**src/rtl/motor_pkg.sv**
```systemverilog
// Shared definitions for the multi-channel motor command writer.
//   - Register offsets inside one channel's PWM/motor-driver bank.
//   - Bit positions inside the CONTROL word.
//   - Writer FSM state encoding.
package motor_pkg;

    // Register offsets relative to a channel base address
    localparam int unsigned REG_TOTAL_DUR = 0;
    localparam int unsigned REG_HIGH_DUR  = 1;
    localparam int unsigned REG_CONTROL   = 2;

    // CONTROL word bit positions
    localparam int unsigned CTRL_GO    = 0;
    localparam int unsigned CTRL_FWD   = 1;
    localparam int unsigned CTRL_DECAY = 2;

    typedef enum logic [2:0] {
        ST_INIT,
        ST_SCAN,
        ST_WR_TOTAL,
        ST_WR_HIGH,
        ST_WR_CTRL
    } motor_state_t;

endpackage

```
**src/rtl/motor_cmd_calc.sv**
```systemverilog
// Combinational conversion of one signed speed command into the HIGH_DUR
// and CONTROL register values.
//   speed      : signed speed command
//   run_bit    : channel enable (go bit)
//   fast_decay : decay-mode bit
//   high       : min(|speed|, PERIOD), zero-extended to 32 bits
//   ctrl       : {29'b0, fast_decay, fwd, run_bit}
module motor_cmd_calc
    import motor_pkg::*;
#(
    parameter int SPEED_W = 21,
    parameter int PERIOD  = 7000
) (
    input  logic signed [SPEED_W-1:0] speed,
    input  logic                      run_bit,
    input  logic                      fast_decay,
    output logic [31:0]               high,
    output logic [31:0]               ctrl
);

    // Comparison width wide enough for both |speed| and any 32-bit PERIOD
    localparam int CMP_W = (SPEED_W + 1 > 33) ? SPEED_W + 1 : 33;

    logic signed [SPEED_W:0] speed_ext;
    logic        [SPEED_W:0] mag_n;
    logic        [CMP_W-1:0] mag;
    logic        [CMP_W-1:0] period_ext;

    always_comb begin
        // One extra bit so the most-negative input negates to 2^(SPEED_W-1)
        speed_ext  = {speed[SPEED_W-1], speed};
        mag_n      = speed[SPEED_W-1] ? -speed_ext : speed_ext;
        mag        = CMP_W'(mag_n);
        period_ext = CMP_W'(PERIOD);
        high       = (mag > period_ext) ? 32'(PERIOD) : 32'(mag);

        ctrl             = '0;
        ctrl[CTRL_GO]    = run_bit;
        ctrl[CTRL_FWD]   = ~speed[SPEED_W-1];
        ctrl[CTRL_DECAY] = fast_decay;
    end

endmodule

```
**src/rtl/motor_cmd_writer.sv**
```systemverilog
// Avalon-MM write master that programs N_CH PWM/motor-driver register banks
// from signed per-channel speed commands. After an initial TOTAL_DUR pass it
// scans channels round-robin and rewrites HIGH_DUR/CONTROL only when a
// channel's command changed or a periodic refresh is due (refresh also
// rewrites TOTAL_DUR).
//   clk, reset_n   : clock, asynchronous active-low reset
//   run            : per-channel go bits
//   speed          : packed signed speeds, channel c at [c*SPEED_W +: SPEED_W]
//   fast_decay     : decay-mode bit shared by all channels
//   s_cs, s_write  : Avalon chipselect / write strobe (always equal)
//   s_address      : word address, channel c register r at c*CH_STRIDE + r
//   s_writedata    : write data
//   waitrequest    : slave stall
//   init_done      : sticky, set once every channel's TOTAL_DUR was written
//   busy           : transfer outstanding (equals s_write)
module motor_cmd_writer
    import motor_pkg::*;
#(
    parameter int N_CH        = 2,
    parameter int SPEED_W     = 21,
    parameter int PERIOD      = 7000,
    parameter int ADDR_W      = 6,
    parameter int CH_STRIDE   = 4,
    parameter int REFRESH_CYC = 1000000
) (
    input  logic                    clk,
    input  logic                    reset_n,
    input  logic [N_CH-1:0]         run,
    input  logic [N_CH*SPEED_W-1:0] speed,
    input  logic                    fast_decay,
    output logic                    s_cs,
    output logic [ADDR_W-1:0]       s_address,
    output logic                    s_write,
    output logic [31:0]             s_writedata,
    input  logic                    waitrequest,
    output logic                    init_done,
    output logic                    busy
);

    localparam int              PTR_W    = (N_CH > 1) ? $clog2(N_CH) : 1;
    localparam logic [PTR_W-1:0] LAST_CH = PTR_W'(N_CH - 1);
    localparam logic [31:0]     PERIOD_W = 32'(PERIOD);

    motor_state_t      state_reg;
    logic [PTR_W-1:0]  ch_ptr_reg;
    logic              s_write_reg;
    logic [ADDR_W-1:0] addr_reg;
    logic [31:0]       data_reg;
    logic              init_done_reg;
    logic [N_CH-1:0]   shadow_valid_reg;
    logic [N_CH-1:0]   refresh_flag_reg;
    logic [31:0]       shadow_high_reg [N_CH];
    logic [31:0]       shadow_ctrl_reg [N_CH];
    logic [31:0]       snap_high_reg;
    logic [31:0]       snap_ctrl_reg;

    logic signed [SPEED_W-1:0] speed_arr [N_CH];
    logic [ADDR_W-1:0]         base_arr  [N_CH];

    genvar gi;
    generate
        for (gi = 0; gi < N_CH; gi++) begin : g_ch
            assign speed_arr[gi] = speed[gi*SPEED_W +: SPEED_W];
            assign base_arr[gi]  = ADDR_W'(gi * CH_STRIDE);
        end
    endgenerate

    // Current-channel view, shared by the single calculator instance
    logic signed [SPEED_W-1:0] cur_speed;
    logic                      cur_run;
    logic [31:0]               calc_high;
    logic [31:0]               calc_ctrl;
    logic [ADDR_W-1:0]         addr_total;
    logic [ADDR_W-1:0]         addr_high;
    logic [ADDR_W-1:0]         addr_ctrl;
    logic [PTR_W-1:0]          next_ptr;
    logic                      need_write;

    always_comb begin
        cur_speed  = speed_arr[ch_ptr_reg];
        cur_run    = run[ch_ptr_reg];
        addr_total = base_arr[ch_ptr_reg] + ADDR_W'(REG_TOTAL_DUR);
        addr_high  = base_arr[ch_ptr_reg] + ADDR_W'(REG_HIGH_DUR);
        addr_ctrl  = base_arr[ch_ptr_reg] + ADDR_W'(REG_CONTROL);
        next_ptr   = (ch_ptr_reg == LAST_CH) ? '0 : ch_ptr_reg + 1'b1;
        need_write = !shadow_valid_reg[ch_ptr_reg]
                   || (calc_high != shadow_high_reg[ch_ptr_reg])
                   || (calc_ctrl != shadow_ctrl_reg[ch_ptr_reg])
                   || refresh_flag_reg[ch_ptr_reg];
    end

    motor_cmd_calc #(
        .SPEED_W (SPEED_W),
        .PERIOD  (PERIOD)
    ) u_calc (
        .speed      (cur_speed),
        .run_bit    (cur_run),
        .fast_decay (fast_decay),
        .high       (calc_high),
        .ctrl       (calc_ctrl)
    );

    // Free-running refresh timer; pulses refresh_tick on its last count
    logic refresh_tick;
    generate
        if (REFRESH_CYC > 0) begin : g_refresh
            localparam int CNT_W = (REFRESH_CYC > 1) ? $clog2(REFRESH_CYC) : 1;
            localparam logic [CNT_W-1:0] CNT_LAST = CNT_W'(REFRESH_CYC - 1);
            logic [CNT_W-1:0] refresh_cnt_reg;

            always_ff @(posedge clk or negedge reset_n) begin
                if (!reset_n) begin
                    refresh_cnt_reg <= '0;
                end else if (refresh_cnt_reg == CNT_LAST) begin
                    refresh_cnt_reg <= '0;
                end else begin
                    refresh_cnt_reg <= refresh_cnt_reg + 1'b1;
                end
            end

            assign refresh_tick = (refresh_cnt_reg == CNT_LAST);
        end else begin : g_no_refresh
            assign refresh_tick = 1'b0;
        end
    endgenerate

    // Each write state first raises the strobe (when it is low), then waits
    // for waitrequest=0. Completion always drops the strobe, so the next
    // state's issue cycle provides the mandatory idle cycle between writes.
    always_ff @(posedge clk or negedge reset_n) begin
        if (!reset_n) begin
            state_reg        <= ST_INIT;
            ch_ptr_reg       <= '0;
            s_write_reg      <= 1'b0;
            addr_reg         <= '0;
            data_reg         <= '0;
            init_done_reg    <= 1'b0;
            shadow_valid_reg <= '0;
            refresh_flag_reg <= '0;
            snap_high_reg    <= '0;
            snap_ctrl_reg    <= '0;
            for (int i = 0; i < N_CH; i++) begin
                shadow_high_reg[i] <= '0;
                shadow_ctrl_reg[i] <= '0;
            end
        end else begin
            case (state_reg)
                ST_INIT: begin
                    if (!s_write_reg) begin
                        s_write_reg <= 1'b1;
                        addr_reg    <= addr_total;
                        data_reg    <= PERIOD_W;
                    end else if (!waitrequest) begin
                        s_write_reg <= 1'b0;
                        ch_ptr_reg  <= next_ptr;
                        if (ch_ptr_reg == LAST_CH) begin
                            init_done_reg <= 1'b1;
                            state_reg     <= ST_SCAN;
                        end
                    end
                end

                ST_SCAN: begin
                    // Snapshot is frozen here for the whole register group
                    snap_high_reg <= calc_high;
                    snap_ctrl_reg <= calc_ctrl;
                    if (need_write) begin
                        s_write_reg <= 1'b1;
                        if (refresh_flag_reg[ch_ptr_reg]) begin
                            state_reg <= ST_WR_TOTAL;
                            addr_reg  <= addr_total;
                            data_reg  <= PERIOD_W;
                        end else begin
                            state_reg <= ST_WR_HIGH;
                            addr_reg  <= addr_high;
                            data_reg  <= calc_high;
                        end
                    end else begin
                        ch_ptr_reg <= next_ptr;
                    end
                end

                ST_WR_TOTAL: begin
                    if (!s_write_reg) begin
                        s_write_reg <= 1'b1;
                        addr_reg    <= addr_total;
                        data_reg    <= PERIOD_W;
                    end else if (!waitrequest) begin
                        s_write_reg <= 1'b0;
                        state_reg   <= ST_WR_HIGH;
                    end
                end

                ST_WR_HIGH: begin
                    if (!s_write_reg) begin
                        s_write_reg <= 1'b1;
                        addr_reg    <= addr_high;
                        data_reg    <= snap_high_reg;
                    end else if (!waitrequest) begin
                        s_write_reg <= 1'b0;
                        state_reg   <= ST_WR_CTRL;
                    end
                end

                ST_WR_CTRL: begin
                    if (!s_write_reg) begin
                        s_write_reg <= 1'b1;
                        addr_reg    <= addr_ctrl;
                        data_reg    <= snap_ctrl_reg;
                    end else if (!waitrequest) begin
                        s_write_reg                  <= 1'b0;
                        shadow_high_reg[ch_ptr_reg]  <= snap_high_reg;
                        shadow_ctrl_reg[ch_ptr_reg]  <= snap_ctrl_reg;
                        shadow_valid_reg[ch_ptr_reg] <= 1'b1;
                        refresh_flag_reg[ch_ptr_reg] <= 1'b0;
                        ch_ptr_reg                   <= next_ptr;
                        state_reg                    <= ST_SCAN;
                    end
                end

                default: begin
                    state_reg   <= ST_INIT;
                    s_write_reg <= 1'b0;
                end
            endcase

            // A new refresh request overrides a same-cycle flag clear
            if (refresh_tick) begin
                refresh_flag_reg <= '1;
            end
        end
    end

    assign s_cs        = s_write_reg;
    assign s_write     = s_write_reg;
    assign busy        = s_write_reg;
    assign s_address   = addr_reg;
    assign s_writedata = data_reg;
    assign init_done   = init_done_reg;

endmodule

```
**config.mk**
```make
export PLATFORM = sky130hd
export DESIGN_NAME = motor_cmd_writer
export DESIGN_NICKNAME = d
export VERILOG_FILES = /design/src/rtl/motor_pkg.sv /design/src/rtl/motor_cmd_calc.sv /design/src/rtl/motor_cmd_writer.sv
export SDC_FILE = /design/constraint.sdc
export NUM_CORES = 1
export LEC_CHECK = 0
export CAP_MARGIN = 20
export CORE_ASPECT_RATIO = 0.75
export CORE_MARGIN = 8
export CORE_UTILIZATION = 39
export DETAILED_ROUTE_END_ITERATION = 7
export DONT_BUFFER_PORTS = 1
export MAX_ROUTING_LAYER = met4
export PLACE_DENSITY = 0.53
export SYNTH_ARGS = -nofsm -noshare
export SYNTH_HDL_FRONTEND = slang
export SYNTH_SLANG_ARGS = --single-unit
```
**constraint.sdc**
```tcl
create_clock -name clk -period 5.3 [get_ports clk]
set_clock_uncertainty 0.1 [all_clocks]
set_input_delay 0.53 -clock clk [delete_from_list [all_inputs] [get_ports clk]]
set_output_delay 0.53 -clock clk [all_outputs]
set_load 0.01 [all_outputs]
```
Word-level counts from Yosys, hierarchy flattened

Index checks and enable logic that the tools add are counted.

Register bits after elaboration: 231
Input port bits: 48
Output and inout port bits: 42
Word-level logic and storage cells: 139

Add/subtract/negate cells: 5
Magnitude comparators: 5
Equal/unequal tests: 24
Muxes and demuxes: 64
Bitwise operators: 6
Reduce and logical (&&, ||, !) cells: 20

Operators by type and width:

| kind                  | number |
|---|---|
| $mux 32               | 12 |
| $bwmux 64             | 2 |
| $pmux 32 s4           | 1 |
| $mux 21               | 3 |
| $mux 22               | 2 |
| $mux 6                | 7 |
| $mux 3                | 11 |
| $demux 32 s1          | 1 |
| $ne 3x32->1           | 1 |
| $ne 32x32->1          | 1 |
| $ne 2x2->1 const B    | 15 |
| $pmux 6 s4            | 1 |
| $gt 22x13->1 const B  | 1 |
| $neg 21->22           | 1 |
| $add 20x1->20 const B | 1 |
| $eq 20x20->1 const B  | 1 |
| $mux 20               | 1 |
| $mux 1                | 15 |
| $pmux 3 s5            | 1 |
| $reduce_and 10->1     | 1 |
| $mux 2                | 4 |
| $reduce_and 4->1      | 2 |
| $add 6x1->6 const B   | 1 |
| $add 6x2->6 const B   | 1 |
| 26 further kinds      | 37 |

Logic depth before layout (Yosys ltp)

Gate-level depths: netlist (run 1).

Depth in word-level cells: 14
Depth in mapped cells: 20
Gate-level depth less buffers: 13

Hierarchy

A second synthesis (run 1) with hierarchy kept.

Cell total of the unflattened synthesis: 1090
Area, all modules: 13327.8 um^2

By module, submodules not included:

| module           | times used | cells each | area an instance (um^2) | seq. area each (um^2) |
|---|---|---|---|---|
| motor_cmd_writer | 1          | 919        | 12092.8                 | 6431.2 |
| motor_cmd_calc   | 1          | 171        | 1234.9                  | 0.0 |

Worst setup path after synthesis (run 1)

No wires, ideal clock.

Path type: register -> register
Start: register ch_ptr_reg
End: register data_reg[10], in the netlist s_writedata[10]
Library setup time: 0.125 ns
Data arrival time: 4.913 ns
Path slack: 0.162 ns
Cell stages (with the launch flop): 21
Path buffers: 8
Cell sequence: dfrtp_1 > buf_6 > buf_4 > buf_4 > buf_4 > buf_4 > buf_2 > buf_1 > mux2i_1 > ha_1 > or4bb_1 > a22o_1 > o21ai_2 > xor2_1 > o21bai_1 > o311ai_1 > a31oi_1 > o221ai_2 > a21boi_4 > buf_12 > mux2_4

Cells in the longest elaborated chain, start to end: 14
Elaborated cells between the ends (all ways): 32

Ends and longest elaborated chain:

| element                                    | RTL line                                                               | RTL |
|---|---|---|
| start, declared                            | motor_cmd_writer.sv:45                                                 | `logic [PTR_W-1:0] ch_ptr_reg;` |
| start signal, assigned                     | motor_cmd_writer.sv:155                                                | `ch_ptr_reg <= next_ptr;` |
| start signal, assigned                     | motor_cmd_writer.sv:179                                                | `ch_ptr_reg <= next_ptr;` |
| start signal, assigned                     | motor_cmd_writer.sv:216                                                | `ch_ptr_reg <= next_ptr;` |
| $not 1->2 (not written as such)            | motor_cmd_writer.sv:80, motor_cmd_writer.sv:87, motor_cmd_writer.sv:88 |  |
| $mux 21 (not written as such) (3 in a row) | motor_cmd_writer.sv:80                                                 | `cur_speed = speed_arr[ch_ptr_reg];` |
| $neg 21->22                                | motor_cmd_calc.sv:32                                                   | `mag_n = speed[SPEED_W-1] ? -speed_ext : speed_ext;` |
| $mux 22                                    | motor_cmd_calc.sv:32                                                   |  |
| $gt 22x13->1                               | motor_cmd_calc.sv:35                                                   | `high = (mag > period_ext) ? 32'(PERIOD) : 32'(mag);` |
| $mux 22                                    | motor_cmd_calc.sv:35                                                   |  |
| $ne 32x32->1                               | motor_cmd_writer.sv:87                                                 | `\|\| (calc_high != shadow_high_reg[ch_ptr_reg])` |
| $logic_or 1x1->1                           | motor_cmd_writer.sv:87                                                 |  |
| $logic_or 1x1->1                           | motor_cmd_writer.sv:88                                                 | `\|\| (calc_ctrl != shadow_ctrl_reg[ch_ptr_reg])` |
| $logic_or 1x1->1                           | motor_cmd_writer.sv:89                                                 | `\|\| refresh_flag_reg[ch_ptr_reg];` |
| $ne 2x2->1 (no source line)                | -                                                                      |  |
| $reduce_and 5->1 (no source line)          | -                                                                      |  |
| end signal, assigned                       | motor_cmd_writer.sv:176                                                | `data_reg <= calc_high;` |
| end signal, assigned                       | motor_cmd_writer.sv:198                                                | `data_reg <= snap_high_reg;` |
| end signal, assigned                       | motor_cmd_writer.sv:209                                                | `data_reg <= snap_ctrl_reg;` |
| end, declared                              | motor_cmd_writer.sv:48                                                 | `logic [31:0] data_reg;` |

Several ways; a longest one is shown, not always the timed one. The select of a mux whose other input is x is not followed.
A chain may end at the register's enable or synchronous reset.

Worst setup path after layout (run 1)

Start: register ch_ptr_reg
End: register data_reg[4], in the netlist s_writedata[4]

The elaborated chain is that of the path after synthesis.

==> impl_metrics.json, run 1 <==
{
  "final_antenna_net_count": 0,
  "nets": 777,
  "seqPwrFrac": 0.322,
  "hpwl_um": 14500,
  "p_sw_mw": 1.52,
  "synth_top_family_by_area": "simple AND/OR/NAND/NOR gates",
  "worstPathRequired_ns": 5.49,
  "drive_above_1_share": 0.191,
  "clk_latency_ns": 0.42,
  "drv_cap": 0,
  "antenna_found_initial": 0,
  "clk_path_buf_depth": 2,
  "finalMaxSlewViolations": 0,
  "period_share": 0.919,
  "violations": "hold timing",
  "period_needed_ns": 4.87,
  "synth_edf_count": 0,
  "finalSetupViolCount": 0,
  "post_drt_wl_per_cell_um": 20.1,
  "finalWeightedCongestion": 0.907,
  "grt_max_degree": 131,
  "crit_path_cell_trace": "mux2_2, inv_1, ha_1, or4bb_1, a22o_1, o21ai_2, xor2_1, o21bai_1, o311ai_1, a31oi_1, o221ai_2, a21boi_4, mux2_2",
  "final_cell_mix": "dfrtp_1 (129), mux2_2 (66), nor2_1 (47)",
  "drt_iter0_drc": 513,
  "first_pass_iters": 5,
  "crit_top_cell": "mux2_2",
  "grt_pass1_vias": 5527,
  "netlist_area_mm2": 0.00745,
  "synth-compound-area-share": 0.144,
  "hold_path.class": "input pin to async pin",
  "worstSetupStartpointType": "flop",
  "sw_frac_of_total": 0.382,
  "arrival_ns": 5.06,
  "cp_slowest_stage_delay_ns": 0.55,
  "post_synth_and_or_nand_nor_area_fraction": 0.169,
  "avgSynthCellArea_um2": 10.2,
  "cts_buffers": 17,
  "drt-total-wl_um": 19800,
  "place_inst": 954,
  "syn-instance-count": 727,
  "n_fill_cell": 1772,
  "final_common_cell": "dfrtp_1",
  "ios": 90,
  "whs_ns": -0.0428,
  "cp_max_fo": 13,
  "peakVddDrop_v": 0.000292,
  "ys_ff_latch": 130,
  "power_frac_clock": 0.303,
  "port_buffers": 0,
  "instances_no_fill": 987,
  "synth_xor_area_frac": 0.0400,
  "antennaDiodeCount": 0,
  "cts.sinks": 130,
  "grt_setup_unrepaired": "no",
  "worst_path_max_delay_cell": "a21boi_4",
  "status": "finished with violations",
  "setup_tns_ns": 0,
  "cts_tree": "built",
  "ys_types": 86,
  "coreArea_mm2": 0.0186,
  "criticalPathCategory": "flop to flop",
  "cts_root_buf": "clkbuf_16",
  "cts.clk_slew.worst_paths_ns": 0.07,
  "vias": 5663,
  "synth_mux_area_frac": 0.153,
  "rows": 43,
  "place_area_mm2": 0.00762,
  "fin_area_mm2": 0.00826,
  "die_h_um": 136,
  "largest_register_ffs": 44,
  "drcViolationCount": 0,
  "synthFlopType": "dfrtp_1",
  "powerDensity_mw_per_mm2": 483,
  "fmax_ghz": 0.205,
  "die_w_um": 176,
  "avgViaCountPerCell": 5.74,
  "htree_levels": 4,
  "comb_power_share": 0.375,
  "yosys_warnings": 0,
  "p_int_mw": 2.47,
  "track_usage": 0.173,
  "die_area_mm2": 0.0238,
  "relSlewSlack": 0.309,
  "final_core_util": 0.444,
  "tightest_slew_ns": 1.04,
  "gr-total-overflow": 0,
  "synth_seq_area_share": 0.437,
  "synthAdderAreaFrac": 0.00336,
  "power_mw": 3.99,
  "grt_first_pass_wirelength_um": 31600,
  "async_flop_share": 1.00,
  "initial_core_util": 0.400,
  "final_hold_viol_count": 17,
  "area_growth_pct": 11.0,
  "crit_path_end_kind": "flop",
  "p_leak_nw": 3.52
}
[final cells by class]
class | count | area (um^2) | share of cell area
inverters | 28 | 105 | 0.0127
clock buffers | 21 | 460 | 0.0557
well taps | 247 | 309 | 0.0374
clock inverters | 11 | 153 | 0.0185
multi-input cells | 536 | 3850 | 0.466
flip-flops and latches | 130 | 3260 | 0.394
repair buffers | 14 | 125 | 0.0151
[metrics by stage]
step                      hold slack, ns  worst slack, ns
after global routing              0.0266           0.0922
after floorplan                    0.134            0.162
final                            -0.0428            0.430
after global placement             0.140            0.673
after CTS                         0.0105            0.458
after detailed placement           0.141            0.467
[worst paths after layout]
path	to	start	slack, ns	cells after the start
hold / removal	shadow_high_reg[11]	reset_n	-0.04	1
min in group clk	snap_ctrl_reg[2]	fast_decay	0.12	2
hold reg to reg	shadow_valid_reg[1]	shadow_valid_reg[1]	0.37	1
max in group asynchronous	ch_ptr_reg	reset_n	4.54	1
setup reg to reg	s_writedata[4]	ch_ptr_reg	0.43	13
setup / recovery	s_writedata[4]	ch_ptr_reg	0.43	13
[repair_timing]
item	in CTS	in global routing
hold buffers	1	0
gates resized for setup	0	0
endpoints found under the hold margin	130	0
setup buffers	0	0
[logic make-up (layout without fill, tap and decap cells)]
group / Yosys count / after routing
other: 1 / 13
AOI/OAI and AO/OA: 153 / 153
buffers and inverters: 73 / 74
adders and majority gates: 2 / 2
xor gates and xnor gates: 34 / 34
muxes: 102 / 102
and+or+nand+nor: 232 / 232
DFF: 130 / 130
[routing by layer]
| metal | part of all wire | track usage | vias up | routed length [um] |
|---|---|---|---|---|
| li1 | - | - | 2644 | - |
| met1 | 0.49 | 0.238 | 2827 | 9700 |
| met2 | 0.43 | 0.247 | 175 | 8560 |
| met3 | 0.070 | 0.0513 | 17 | 1380 |
| met4 | 0.0082 | 0.0371 | 0 | 163 |
| met5 | 0 | - | - | 0 |
[critical path: cells and delay by family, from the launching register on]
kind	cells	cell delay, ns
adders and majority gates	1	0.24
AOI/OAI and AO/OA	7	1.98
buffers and inverters	1	0.13
and+or+nand+nor	1	0.54
DFF	1	0.49
muxes	2	0.74
xor gates and xnor gates	1	0.50
[cell usage after synthesis, types with 17 or more instances]
master	count	area (um^2)
nand2_1	41	154
xnor2_1	20	175
mux2i_1	28	280
nor2_1	47	176
clkbuf_1	17	63.8
a21oi_1	25	125
dfrtp_1	130	3250
mux2_2	66	743
nor3_1	22	110
buf_4	19	143
o21ai_0	41	205
inv_1	28	105
nand3_1	27	135
[power by group through the flow]
stage / Sequential [mW] / Clock (mW) / Combinational (mW)
after global routing: 1.31 / 1.28 / 1.63
after floorplan: 1.23 / 0 / 1.20
final: 1.28 / 1.21 / 1.50
after detailed placement: 1.31 / 0 / 1.45
after CTS: 1.29 / 1.24 / 1.48
after global placement: 1.30 / 0 / 1.44
(Power assumes the default switching activity.)
==> inputs of run 2 (changes only) <==
==> constraint.sdc (replaced) <==
create_clock -name clk -period 5.3 [get_ports clk]
set_clock_uncertainty 0.1 [all_clocks]
set_input_delay 0.53 -clock clk [delete_from_list [all_inputs] [get_ports clk]]
set_output_delay 0.53 -clock clk [all_outputs]
set_load 0.005 [all_outputs]
==> run 2 against run 1 <==
The flow still finishes with violations (hold timing). Via count increased by 1.7%. Setup slack got worse by 0.063 ns. Flip-flop and latch count unchanged. Sequential share of layout area increased by 0.060 points. Highest routed layer unchanged.
==> impl_metrics.json, run 2 (synthesis gave the netlist of run 1 again) <==
{
  "status": "finished with violations",
  "violations": "hold timing",
  "seqPwrFrac": 0.323,
  "grt_max_degree": 131,
  "htree_levels": 4,
  "worstPathRequired_ns": 5.51,
  "cts_buffers": 17,
  "worstRegToRegCells": 14,
  "period_needed_ns": 4.93,
  "clk_path_buf_depth": 2,
  "drv_cap": 0,
  "setup_tns_ns": 0,
  "cts_tree": "built",
  "finalMaxSlewViolations": 0,
  "finalSetupViolCount": 0,
  "grt_pass1_vias": 5675,
  "drt-total-wl_um": 20300,
  "finalWeightedCongestion": 0.916,
  "post_drt_wl_per_cell_um": 20.5,
  "instances_no_fill": 987,
  "p_int_mw": 2.43,
  "period_share": 0.931,
  "first_pass_iters": 6,
  "vias": 5762,
  "place_inst": 954,
  "powerDensity_mw_per_mm2": 479,
  "power_frac_clock": 0.296,
  "cts.clk_slew.worst_paths_ns": 0.06,
  "p_leak_nw": 3.52,
  "die_w_um": 176,
  "antennaDiodeCount": 0,
  "comb_power_share": 0.381,
  "whs_ns": -0.0269,
  "sw_frac_of_total": 0.385,
  "tightest_slew_ns": 0.971,
  "port_buffers": 0,
  "coreArea_mm2": 0.0186,
  "p_sw_mw": 1.52,
  "cp_max_fo": 13,
  "largest_register_ffs": 44,
  "die_area_mm2": 0.0238,
  "hold_path.class": "input pin to async pin",
  "rows": 43,
  "worstSetupStartpointType": "flop",
  "r2r_setup_slack_ns": 0.37,
  "clk_latency_ns": 0.41,
  "track_usage": 0.177,
  "die_h_um": 136,
  "final_hold_viol_count": 17,
  "gr-total-overflow": 0,
  "ctsResizeCount": 0,
  "relSlewSlack": 0.348,
  "drive_above_1_share": 0.192,
  "ios": 90,
  "drt_iter0_drc": 515,
  "hpwl_um": 14700,
  "avgViaCountPerCell": 5.84,
  "cts.sinks": 130,
  "fmax_ghz": 0.203,
  "arrival_ns": 5.14,
  "antenna_found_initial": 0,
  "crit_path_end_kind": "flop",
  "area_growth_pct": 10.8,
  "n_fill_cell": 1797,
  "cts_root_buf": "clkbuf_16",
  "drcViolationCount": 0,
  "final_common_cell": "dfrtp_1",
  "criticalPathCategory": "flop to flop",
  "cts_setup_buffers": 0,
  "initial_core_util": 0.400,
  "nets": 777,
  "final_antenna_net_count": 0,
  "grt_first_pass_wirelength_um": 32200,
  "peakVddDrop_v": 0.000401,
  "grt_setup_unrepaired": "no",
  "final_cell_mix": "dfrtp_1 (129), mux2_2 (66), nor2_1 (47)"
}
[run 2: changes by cell type in the layout (fill, tap and decap cells not counted)]
cell / delta
clkinv_2: +1
bufinv_16: -1
clkinvlp_4: -2
clkbuf_8: +1
inv_6: -2
clkbuf_1: -1
clkinv_4: +4
[run 2: timing repair]
| action | in CTS | in global routing |
|---|---|---|
| setup endpoints to repair | 0 | 0 |
| hold buffers | 1 | 0 |
| hold endpoints to repair | 130 | 0 |
[run 2: metal layers]
| layer | track usage | vias up | wire (um) |
|---|---|---|---|
| li1 | - | 2657 | - |
| met1 | 0.241 | 2880 | 9500 |
| met2 | 0.252 | 204 | 8760 |
| met3 | 0.0535 | 21 | 1770 |
| met4 | 0.0442 | 0 | 248 |
| met5 | - | - | 0 |
[run 2: worst max-delay path, stage by stage (launching register included)]
cell and delay (ns):
dfrtp_4 0.50, mux2_2 0.35, inv_1 0.14, ha_1 0.24, or4bb_1 0.55, a22o_1 0.29, o21ai_2 0.21, xor2_1 0.45
o21bai_1 0.22, o311ai_1 0.23, a31oi_1 0.29, o221ai_2 0.17, a21boi_4 0.59, buf_4 0.25, mux2i_1 0.24
[run 2: stage by stage]
stage               hold slack [ns]  cell area (um^2)   util  setup WS, ns  power [mW]
floorplan                     0.134              7490      -         0.162        2.41
global placement              0.140              7620  0.410         0.669        2.72
detailed placement            0.142              7620  0.410         0.467        2.76
CTS                         0.00873              8250  0.443         0.401        3.97
global route                 0.0145              8250  0.443        0.0630        4.19
finish                      -0.0269              8250  0.443         0.366        3.95
[run 2: cell type report]
class / instances / area, um^2 / share of cell area
clock buffers: 21 / 470 / 0.0570
clock inverters: 11 / 130 / 0.0158
inverters: 28 / 105 / 0.0127
multi-input cells: 536 / 3850 / 0.467
flip-flops and latches: 130 / 3260 / 0.395
well taps: 247 / 309 / 0.0375
repair buffers: 14 / 125 / 0.0152
[run 2: power by group through the flow]
stage | combinational, mW | sequential (mW) | clock (mW)
3_5_place_dp | 1.46 | 1.29 | 0
4_1_cts | 1.50 | 1.28 | 1.20
6_report | 1.51 | 1.28 | 1.17
2_1_floorplan | 1.19 | 1.22 | 0
5_1_grt | 1.65 | 1.30 | 1.25
3_3_place_gp | 1.44 | 1.28 | 0
[run 2: worst paths after layout]
| check | start | end |
|---|---|---|
| worst max-delay path | ch_ptr_reg | s_writedata[1] |
| worst min-delay path | reset_n | shadow_high_reg[11] |
| worst max register to register | ch_ptr_reg | s_writedata[1] |
| worst min register to register | g_refresh.refresh_cnt_reg[4] | g_refresh.refresh_cnt_reg[4] |
| max in group asynchronous | reset_n | ch_ptr_reg |
| min in group clk | fast_decay | snap_ctrl_reg[2] |
==> inputs of run 3 (changes only) <==
HOLD_SLACK_MARGIN = 0.03   (was not set)
REMOVE_ABC_BUFFERS = 1   (was not set)
TNS_END_PERCENT = 10   (was not set)
==> run 3 against run 2 <==
The run now ends clean. Total power fell by 0.30%. Highest routed layer unchanged. Register-to-register slack improved by 0.17 ns. Clock-buffer cell count fell by 4. Non-clock buffer count rose by 5. Wire length fell by 0.31%. Flip-flop and latch count did not move. Via count barely moved. Global-route usage rose by 0.065 points. Sequential share of layout area barely moved. Maximum frequency rose by 3.6%. Final cell count rose by 0.51%.
==> impl_metrics.json, run 3 (synthesis gave the netlist of run 1 again) <==
{
  "ctsResizeCount": 0,
  "area_growth_pct": 10.9,
  "power_frac_clock": 0.288,
  "path_delay_family": "compound AO/OA/AOI/OAI gates",
  "antennaDiodeCount": 0,
  "crit_top_cell": "buf_4",
  "finalSetupViolCount": 0,
  "drv_cap": 0,
  "sw_frac_of_total": 0.395,
  "hp-start": "fast_decay",
  "final_hold_viol_count": 0,
  "seqPwrFrac": 0.320,
  "clk_path_buf_depth": 2,
  "drt-total-wl_um": 20200,
  "worstRegToRegCells": 14,
  "setup_tns_ns": 0,
  "worstPathRequired_ns": 5.50,
  "vias": 5758,
  "gr-total-overflow": 0,
  "crit_path_end_kind": "flop",
  "track_usage": 0.177,
  "cp_max_fo": 56,
  "clk_latency_ns": 0.41,
  "drcViolationCount": 0,
  "coreArea_mm2": 0.0186,
  "post_drt_wl_per_cell_um": 20.4,
  "dp_worst_setup_slack_ns": 0.325,
  "port_buffers": 0,
  "tightest_slew_ns": 1.05,
  "final_common_cell": "dfrtp_1",
  "grt_max_degree": 131,
  "powerDensity_mw_per_mm2": 477,
  "period_needed_ns": 4.76,
  "whs_path_depth": 2,
  "relSlewSlack": 0.297,
  "peakVddDrop_v": 0.000307,
  "r2r-end": "s_writedata[10]",
  "drive_above_1_share": 0.197,
  "cp_slowest_stage_delay_ns": 0.57,
  "p_leak_nw": 3.53,
  "finalMaxSlewViolations": 0,
  "p_int_mw": 2.39,
  "die_w_um": 176,
  "period_share": 0.899,
  "final_antenna_net_count": 0,
  "drt_iter0_drc": 494,
  "rows": 43,
  "final_core_util": 0.444,
  "fmax_ghz": 0.210,
  "htree_levels": 4,
  "first_pass_iters": 7,
  "whs_ns": 0.128,
  "avgViaCountPerCell": 5.80,
  "reg2reg_from": "ch_ptr_reg",
  "cts_root_buf": "clkbuf_16",
  "worst_path_max_delay_cell": "o311ai_1",
  "worstSetupStartpointType": "flop",
  "cts_tree": "built",
  "cts.clk_slew.worst_paths_ns": 0.07,
  "hpwl_um": 14700,
  "largest_register_ffs": 44,
  "hold_path.class": "input pin to flop",
  "r2r_setup_slack_ns": 0.54,
  "cts.sinks": 130,
  "criticalPathCategory": "flop to flop",
  "antenna_found_initial": 0,
  "hold-path-endpoint": "snap_ctrl_reg[2]",
  "arrival_ns": 4.97,
  "comb_power_share": 0.392,
  "worst_slack_ns": 0.537,
  "cts_buffers": 17,
  "ios": 90,
  "die_h_um": 136,
  "grt_first_pass_wirelength_um": 32400,
  "status": "finished clean",
  "die_area_mm2": 0.0238,
  "final_cell_mix": "dfrtp_1 (129), mux2_2 (66), nor2_1 (47)",
  "grt_pass1_vias": 5679,
  "crit_path_cell_trace": "buf_4, buf_4, mux2i_1, buf_4, o41a_1, o2111ai_1, a21oi_1, o311ai_1, a41oi_1, a211oi_2, a21boi_4, buf_4, buf_4, mux2_4",
  "initial_core_util": 0.400,
  "nets": 782,
  "critPathBufInv": 5,
  "p_sw_mw": 1.56,
  "finalWeightedCongestion": 0.907,
  "grt_setup_unrepaired": "no"
}
[run 3: worst max path at each step]
stage	depth (start not counted)	startpoint	to	slack, ns
2_1_floorplan	13	ch_ptr_reg	s_address[2]	-0.70
5_1_grt	13	ch_ptr_reg	s_writedata[3]	0.22
6_report	14	ch_ptr_reg	s_writedata[10]	0.54
3_3_place_gp	14	speed[21]	s_writedata[3]	0.47
3_5_place_dp	14	speed[21]	s_writedata[3]	0.33
4_1_cts	14	ch_ptr_reg	s_writedata[3]	0.34
[run 3: what timing repair did]
| item | in CTS | in global routing |
|---|---|---|
| setup endpoints to repair | 0 | 2 |
| hold buffers | 2 | 0 |
| endpoints found under the hold margin | 130 | 0 |
| setup buffers | 0 | 4 |
[run 3: layout make-up]
| cell class | count | area, um^2 |
|---|---|---|
| clock inverters | 15 | 145 |
| clock buffers | 17 | 425 |
| multi-input cells | 536 | 3850 |
| fillers | 1751 | 10400 |
| inverters | 28 | 105 |
| flip-flops and latches | 130 | 3260 |
| repair buffers | 19 | 165 |
| well taps | 247 | 309 |
[run 3: per-stage QoR]
step                power [mW]  area [um^2]  instances
floorplan                 2.30         7200        694
global placement          2.72         7620        954
detailed placement        2.75         7620        954
CTS                       3.93         8230        988
global route              4.18         8260        992
finish                    3.94         8260        992
[run 3: power groups by stage]
| stage | clock network, mW | logic (mW) | registers (mW) |
|---|---|---|---|
| 3_3_place_gp | 0 | 1.45 | 1.27 |
| 2_1_floorplan | 0 | 0.990 | 1.31 |
| 3_5_place_dp | 0 | 1.47 | 1.28 |
| 5_1_grt | 1.22 | 1.68 | 1.29 |
| 6_report | 1.14 | 1.54 | 1.26 |
| 4_1_cts | 1.16 | 1.50 | 1.26 |
[run 3: layer usage]
metal / part of all wire / global-route usage / up-vias
li1: - / - / 2667
met1: 0.49 / 0.248 / 2872
met2: 0.42 / 0.252 / 194
met3: 0.073 / 0.0440 / 25
met4: 0.013 / 0.0465 / 0
met5: 0 / - / -
